==> config.mk <==
export PLATFORM = sky130hd
export DESIGN_NAME = uart_frame_deframer
export DESIGN_NICKNAME = d
export VERILOG_FILES = /design/src/rtl/uart_frame_deframer.sv
export SDC_FILE = /design/constraint.sdc
export NUM_CORES = 1
export LEC_CHECK = 0
export CAP_MARGIN = 20
export CORE_MARGIN = 2
export CORE_UTILIZATION = 45
export DETAILED_ROUTE_END_ITERATION = 16
export DONT_BUFFER_PORTS = 1
export GPL_TIMING_DRIVEN = 0
export SYNTH_ARGS = -nofsm -noshare
export SYNTH_HDL_FRONTEND = slang
export SYNTH_SLANG_ARGS = --single-unit
==> constraint.sdc <==
create_clock -name clk -period 3.26 [get_ports clk]
set_input_delay 0.326 -clock clk [delete_from_list [all_inputs] [get_ports clk]]
set_output_delay 0.326 -clock clk [all_outputs]
set_load 0.005 [all_outputs]
==> src/rtl/uart_frame_deframer.sv <==
// Purpose : hunts a preamble, collects a fixed-length payload, checks sum/timeout, publishes frames atomically.
// Latency : frame_valid / frame_err pulse one cycle after the rx_done of the last (or checksum) byte.
// Backpr. : none; a byte is accepted on every rx_done, back-to-back included, nothing is ever stalled.
module uart_frame_deframer #(
   parameter int unsigned PREAMBLE_LEN   = 4,
   parameter logic [7:0]  PREAMBLE_BYTE  = 8'hFF,
   parameter int unsigned PAYLOAD_BYTES  = 10,
   parameter int unsigned CHECKSUM_EN    = 1,
   parameter int unsigned TIMEOUT_CYCLES = 100000
) (
   input  logic                         clk,
   input  logic                         rst,
   input  logic                         rx_done,
   input  logic [7:0]                   rx_byte,
   output logic [8*PAYLOAD_BYTES-1:0]   payload,
   output logic                         frame_valid,
   output logic                         frame_err,
   output logic                         busy,
   output logic [15:0]                  frames_ok,
   output logic [15:0]                  frames_bad
);

   localparam int PW = $clog2(PREAMBLE_LEN + 1);
   localparam int BW = $clog2(PAYLOAD_BYTES + 1);
   localparam int IW = (TIMEOUT_CYCLES > 0) ? $clog2(TIMEOUT_CYCLES + 1) : 1;
   localparam bit TO_EN = (TIMEOUT_CYCLES > 0);

   localparam logic [PW-1:0] PRE_LAST  = PW'(PREAMBLE_LEN - 1);
   localparam logic [BW-1:0] IDX_LAST  = BW'(PAYLOAD_BYTES - 1);
   localparam logic [IW-1:0] IDLE_LAST = IW'((TIMEOUT_CYCLES > 0) ? TIMEOUT_CYCLES - 1 : 0);

   typedef enum logic [1:0] {
      S_HUNT,
      S_PAYLOAD,
      S_CHECK
   } state_t;

   state_t                       state;
   logic [PW-1:0]                pre_cnt;
   logic [BW-1:0]                byte_idx;
   logic [7:0]                   sum;
   logic [IW-1:0]                idle;
   logic [8*PAYLOAD_BYTES-1:0]   shadow;
   logic [8*PAYLOAD_BYTES-1:0]   shadow_wr;
   logic                         timeout_hit;
   logic [15:0]                  ok_next;
   logic [15:0]                  bad_next;

   // Shadow buffer with the incoming byte merged in, so the last byte can commit on its own edge.
   always_comb begin
      shadow_wr = shadow;
      for (int i = 0; i < int'(PAYLOAD_BYTES); i++) begin
         if (byte_idx == BW'(i)) shadow_wr[8*i +: 8] = rx_byte;
      end
   end

   // A byte arriving on the expiring cycle takes priority over the timeout.
   assign timeout_hit = TO_EN && !rx_done && (idle == IDLE_LAST);
   assign ok_next     = (frames_ok  == 16'hFFFF) ? frames_ok  : frames_ok  + 16'd1;
   assign bad_next    = (frames_bad == 16'hFFFF) ? frames_bad : frames_bad + 16'd1;

   // Frame state machine; every output is a register updated here.
   always_ff @(posedge clk or negedge rst) begin
      if (!rst) begin
         state       <= S_HUNT;
         pre_cnt     <= '0;
         byte_idx    <= '0;
         sum         <= '0;
         idle        <= '0;
         shadow      <= '0;
         payload     <= '0;
         frame_valid <= 1'b0;
         frame_err   <= 1'b0;
         busy        <= 1'b0;
         frames_ok   <= '0;
         frames_bad  <= '0;
      end else begin
         frame_valid <= 1'b0;
         frame_err   <= 1'b0;
         case (state)
            S_HUNT: begin
               idle <= '0;
               if (rx_done) begin
                  if (rx_byte == PREAMBLE_BYTE) begin
                     if (pre_cnt == PRE_LAST) begin
                        pre_cnt  <= '0;
                        byte_idx <= '0;
                        sum      <= '0;
                        busy     <= 1'b1;
                        state    <= S_PAYLOAD;
                     end else begin
                        pre_cnt <= pre_cnt + 1'b1;
                     end
                  end else begin
                     pre_cnt <= '0;
                  end
               end
            end
            S_PAYLOAD: begin
               if (rx_done) begin
                  // Preamble-valued bytes are plain data here.
                  idle     <= '0;
                  shadow   <= shadow_wr;
                  sum      <= sum + rx_byte;
                  byte_idx <= byte_idx + 1'b1;
                  if (byte_idx == IDX_LAST) begin
                     if (CHECKSUM_EN != 0) begin
                        state <= S_CHECK;
                     end else begin
                        payload     <= shadow_wr;
                        frame_valid <= 1'b1;
                        frames_ok   <= ok_next;
                        busy        <= 1'b0;
                        state       <= S_HUNT;
                     end
                  end
               end else if (timeout_hit) begin
                  frame_err  <= 1'b1;
                  frames_bad <= bad_next;
                  busy       <= 1'b0;
                  state      <= S_HUNT;
               end else if (TO_EN) begin
                  idle <= idle + 1'b1;
               end
            end
            S_CHECK: begin
               if (rx_done) begin
                  idle  <= '0;
                  busy  <= 1'b0;
                  state <= S_HUNT;
                  if (rx_byte == sum) begin
                     payload     <= shadow;
                     frame_valid <= 1'b1;
                     frames_ok   <= ok_next;
                  end else begin
                     frame_err  <= 1'b1;
                     frames_bad <= bad_next;
                  end
               end else if (timeout_hit) begin
                  frame_err  <= 1'b1;
                  frames_bad <= bad_next;
                  busy       <= 1'b0;
                  state      <= S_HUNT;
               end else if (TO_EN) begin
                  idle <= idle + 1'b1;
               end
            end
            default: begin
               busy  <= 1'b0;
               state <= S_HUNT;
            end
         endcase
      end
   end

endmodule
Yosys cells after proc, flatten, opt, wreduce, memory -nomap -nowiden
Cells that the tools add are included.
{"block": "word_totals", "register_bits": 229, "input_bits": 11, "output_inout_bits": 115, "elab_cells": 123}
{"block": "op_classes", "n_addsub": 6, "n_eq_ne": 25, "muxes": 44, "bitwise_logic": 1, "n_reduce_logical": 26}
{"operator": "$mux 16", "count": 5}
{"operator": "$reduce_and 3->1", "count": 12}
{"operator": "$mux 17", "count": 2}
{"operator": "$pmux 17 s2", "count": 1}
{"operator": "$add 16x1->16 const B", "count": 2}
{"operator": "$eq 16x16->1 const B", "count": 2}
{"operator": "$mux 8", "count": 4}
{"operator": "$pmux 16 s2", "count": 1}
{"operator": "$add 17x1->17 const B", "count": 1}
{"operator": "$eq 17x17->1 const B", "count": 1}
{"operator": "$eq 4x3->1 const B", "count": 4}
{"operator": "$mux 4", "count": 4}
{"operator": "$pmux 8 s2", "count": 1}
{"operator": "$mux 2", "count": 7}
{"operator": "$mux 1", "count": 13}
{"operator": "$reduce_and 4->1", "count": 3}
{"operator": "$ne 2x2->1 const B", "count": 5}
{"operator": "$ne 3x3->1 const B", "count": 3}
{"operator": "$add 8x8->8", "count": 1}
{"operator": "$eq 4x2->1 const B", "count": 2}
{"operator": "$eq 4x4->1 const B", "count": 2}
{"operator": "$eq 8x8->1", "count": 1}
{"operator": "$eq 8x8->1 const B", "count": 1}
{"operator": "$pmux 4 s2", "count": 1}
{"operator": "other kinds (19)", "count": 23}

Longest topological paths before layout
{"block": "depth", "ltp_word": 5, "ltp_mapped": 8, "ltp_nobuf": 7}

Worst setup path before layout
Ideal clock, no wire load.
{"block": "synth_timing", "path_type": "flip-flop to flip-flop", "start": "reg sum[2]", "end": "reg frames_ok[15]", "setup_time_ns": 0.125, "arrival_ns": 2.273, "slack_ns": 0.862, "path_stages_with_launch": 8, "path_buffers": 1, "period_less_slack_ns": 2.398, "cell_sequence": "dfrtp_1 -> ha_1 -> nor4b_1 -> and4_1 -> buf_2 -> nand4_1 -> nor3_1 -> mux2_2"}
{"block": "synth_via", "elab_chain_len": 2}
{"item": "start: declaration", "line_no": "41", "source": "logic [7:0] sum;"}
{"item": "start signal: assignment", "line_no": "104", "source": "sum <= sum + rx_byte;"}
{"item": "$eq 8x8->1", "line_no": "131", "source": "if (rx_byte == sum) begin"}
{"item": "$reduce_and 4->1 (no line)"}
{"item": "end signal: assignment", "line_no": "112", "source": "frames_ok <= ok_next;"}
{"item": "end signal: assignment", "line_no": "134", "source": "frames_ok <= ok_next;"}
{"item": "end: declaration", "line_no": "19", "source": "output logic [15:0] frames_ok,"}
Every way passes these cells.
A chain may end at the register's enable or synchronous reset.

Worst setup path after layout
Ends and elaborated chain as after synthesis.

==> run summary <==
The flow ran to the end, but the final reports show violations. The checks that failed: negative hold slack. The worst register-to-register path begins at sum[2]$_DFFE_PN0P_. The largest fanout on the critical path came out at 10. The routed length per placed instance is roughly 17 um.

The most utilized layer in the global route result is met2. The maximum cell stage delay along the critical path came out at around 0.65 ns. Fill cells in the final layout number approximately 2000. The post-synthesis to final-layout area growth is 11.9%. Clock latency on the worst-skew pair, taken at its later pin, is approximately 0.52 ns. The post-route minimum period came out at approximately 3 ns. The part of the Yosys area used for sequential elements came out at 57.9%. The met2 demand-to-capacity share in global routing is between 20% and 30%.

The power density over cell area came out at 698 nW/um^2. The via count of the first global-routing pass came out at between 6000 and 7000. The final routed wirelength across all metal layers came out at approximately 21 mm. The area taken by flip-flops and latches came out at between 5000 and 6000 um^2. The vias after detailed routing is roughly 6500. The net total in the final layout came out at roughly 1000. Counting tap cells, the placed design contains a total of 1203 instances. Summed over all layers, the global routing overflow is 0. The accumulated negative setup slack came out at 0 ns. Derived from the worst setup path, the maximum achievable clock frequency is between 300 and 400 MHz. The via count normalized by instance count is 5.23. The path class of the lowest-slack min-delay path is primary input to asynchronous set/reset pin.

In this run the tightest slew margin relative to its limit is between 40% and 50%. The number of instances in the synthesized netlist is roughly 900. The number of cells traversed by the worst register-to-register path is 7. The cell accounting for the most synthesized area is sky130_fd_sc_hd__dfrtp_1. The overall die area is roughly 23000 um^2.

Ranked by total cell area, the synthesized netlist is headed by sky130_fd_sc_hd__dfrtp_1, sky130_fd_sc_hd__nand2_1, sky130_fd_sc_hd__mux2_2, sky130_fd_sc_hd__ha_1, sky130_fd_sc_hd__xnor2_1. For this design, the sink count on the clock tree is approximately 230. The number of synthesized register bits is ~230. The number of nets handed over by synthesis was between 900 and 1000. The global router's overall resource usage is 18.2%. Of the post-synthesis cell area, the dominant cell type holds a little under 60%. The critical path class is flip-flop to flip-flop.

The count of endpoints failing hold in the final timing report is between 200 and 250. On the final layout, the worst clock skew is ~0.015 ns. In the global route stage, met3 resource usage came out at 5.63%. Summing all multi-input logic gate instances after layout gives 3970 um^2. No sink is reached through more buffers than the 3 on the longest clock path. Walking the worst path, the cells encountered are ha_1 > nor4b_1 > and4_1 > buf_2 > nand4_1 > nor3_1 > mux2_2.

The number of gates resized after CTS came out at 0. The fraction of final layout cells with drive strength greater than 1 is 14.5%. The post-detailed-route DRC marker count is 0. The clock slew at the register clock pins of the worst setup and hold paths came out at about 0.06 ns. The post-synth design cell area came out at 9890 um^2. The number of H-tree branching levels came out at 1. The number of library cell types mapped by synthesis is 55. The buffer count from post-CTS setup fixing is 0. The number of cells in the finished layout apart from fillers came out at between 1000 and 1500. The global routing usage on met1 is between 20% and 30%. The die extent in x is between 150 and 200 um.

The total iterations of the first detailed-routing run came out at 5. The number of max-slew violations in the final report came to 0. Clock tree synthesis selected as its root buffer the cell sky130_fd_sc_hd__clkbuf_16. The vertical die dimension came out at about 150 um. In this run the critical register-to-register path is captured at frames_ok[15]$_DFFE_PN0P_.

The number of max-cap violations came out at 0. The count of final setup violators came out at 0. Among all flip-flop cells after synthesis, the most frequent one is sky130_fd_sc_hd__dfrtp_1. The count of nets left with antenna violations after detail routing came out at 0. Hold timing on the final database bottoms out at a slack of -0.496 ns. The share of synthesized flip-flops with an asynchronous set or reset came out at 100%.

The data arrival time at the worst-slack endpoint came out at ~3.4 ns. In this run, synthesis inferred 0 flip-flops with an integrated enable. The detailed router finished its first iteration with around 390 violations.

The final period utilization came out at between 90 and 100%. The worst setup path is captured at a flip-flop. The leakage power figure came out at around 5.6 nW. IR analysis of the VDD net gives a maximum drop of approximately 0.0003 V. The I/O pin count came out at 126.

The HPWL after detailed placement is 13.8 mm. The placer's final routability congestion estimate came out at just over 0.8. In the synthesized netlist, the cells that appear most often are sky130_fd_sc_hd__nand2_1, sky130_fd_sc_hd__dfrtp_1, sky130_fd_sc_hd__mux2_2. The startpoint kind of the worst setup timing path is a flip-flop. The maximum number of pins on one net before global-route repair came out at 230.

Among all stages on the critical path, the largest delay is contributed by sky130_fd_sc_hd__nor4b_1. For the worst setup path, the data required time is 3.66 ns. The initial antenna violation count is 0. Setup repair after global routing left no endpoint under its margin. The total of warnings raised by yosys is 0.

The area of the core came out at about 22000 um^2. The most common cell in the synthesized netlist is sky130_fd_sc_hd__nand2_1. The mean instance size in the synthesized netlist is approximately 11 um^2.

The starting density of the core came out at a little under half. The CTS buffer count is 25. The first global-routing pass estimated 34.7 mm of wire. The antenna diode count is 0. TritonCTS built the clock tree. Across all register-to-register paths, the minimum setup slack is ~0.26 ns. The number of rows in the core area came out at 54. The count of buffers inserted at the top-level ports is 0. For the pin with the worst max-slew slack, the measured transition is approximately 0.88 ns.
## placed cells by master (no fill, tap or decap), drive strengths merged, types with 3 or more instances in the layout
cell,n
nand2,286
dfrtp,229
mux2,90
clkbuf,65
nor2,39
nand3,31
xnor2,25
ha,19
nand4,17
o21ai,16
nor3,13
inv,13
a21oi,12
xor2,11
a22o,9
nor4,8
buf,7
and4,6
and3,6
a21o,5
nand3b,5
clkinv,5
nand2b,4
nor3b,4
or4,3
o41ai,3
a211oi,3
nor2b,3
or3,3
## metal layers
layer / vias up / wire, um
li1: 3181 / -
met1: 3169 / 9640
met2: 144 / 9220
met3: 33 / 1520
met4: 0 / 360
met5: - / 0
## cell families (layout without fill, tap and decap cells)
group,after synthesis,after routing,share of synthesized area (%)
AOI/OAI and AO/OA,62,62,4.39
and+or+nand+nor,436,436,19.5
adders and majority gates,20,20,2.61
muxes,92,92,10.4
xor gates and xnor gates,36,36,3.19
buffers and inverters,48,93,1.92
DFF,229,229,57.9
## per-stage QoR
| step | total power (W) | hold slack (ns) | setup slack [ns] | util (%) | area [um^2] |
|---|---|---|---|---|---|
| after floorplan | 0.00465 | 0.0304 | 0.862 | - | 9890 |
| after global placement | 0.00492 | 0.0373 | 0.292 | 47.2 | 10200 |
| after detailed placement | 0.00497 | 0.0361 | 0.273 | 47.2 | 10200 |
| after CTS | 0.00781 | -0.514 | 0.242 | 51.0 | 11100 |
| after global routing | 0.00817 | -0.518 | 0.0528 | 51.0 | 11100 |
| final | 0.00772 | -0.496 | 0.265 | 51.0 | 11100 |
## registers in the layout, indices dropped and copies added (netlist names)
signal       count
busy             1
byte_idx         4
frame_err        1
frame_valid      1
frames_bad      16
frames_ok       16
idle            17
payload         80
pre_cnt          3
shadow          80
state            2
sum              8
## layout make-up
| type | count | area share, % |
|---|---|---|
| Sequential cell | 229 | 51.8 |
| Multi-Input combinational cell | 646 | 35.9 |
| Clock buffer | 36 | 6.57 |
| Tap cell | 280 | 3.16 |
| Buffer | 36 | 1.31 |
| Clock inverter | 9 | 0.915 |
| Inverter | 12 | 0.407 |
## how the worst max path moves through the flow
stage	start	end	slack, ns	cells after the start
floorplan	sum[2]$_DFFE_PN0P_	frames_ok[15]$_DFFE_PN0P_	0.86	7
global placement	sum[2]$_DFFE_PN0P_	frames_ok[8]$_DFFE_PN0P_	0.29	7
detailed placement	sum[2]$_DFFE_PN0P_	frames_ok[15]$_DFFE_PN0P_	0.27	7
CTS	sum[2]$_DFFE_PN0P_	frames_ok[8]$_DFFE_PN0P_	0.24	7
global route	sum[2]$_DFFE_PN0P_	frames_ok[8]$_DFFE_PN0P_	0.05	7
finish	sum[2]$_DFFE_PN0P_	frames_ok[15]$_DFFE_PN0P_	0.26	7
## critical path, delay by kind of cell, from the launching register on
kind | cells | cell delay, ns
simple gates | 4 | 1.44
fa+ha+maj | 1 | 0.34
buf+inv | 1 | 0.35
flops | 1 | 0.39
mux | 1 | 0.35
## report_power, final
part	internal, W	total [W]	switching, W
sequential	0.00331	0.00360	0.000285
clock	0.00170	0.00281	0.00110
combinational	0.000654	0.00132	0.000663
total	0.00567	0.00772	0.00205
(Power assumes the default switching activity.)
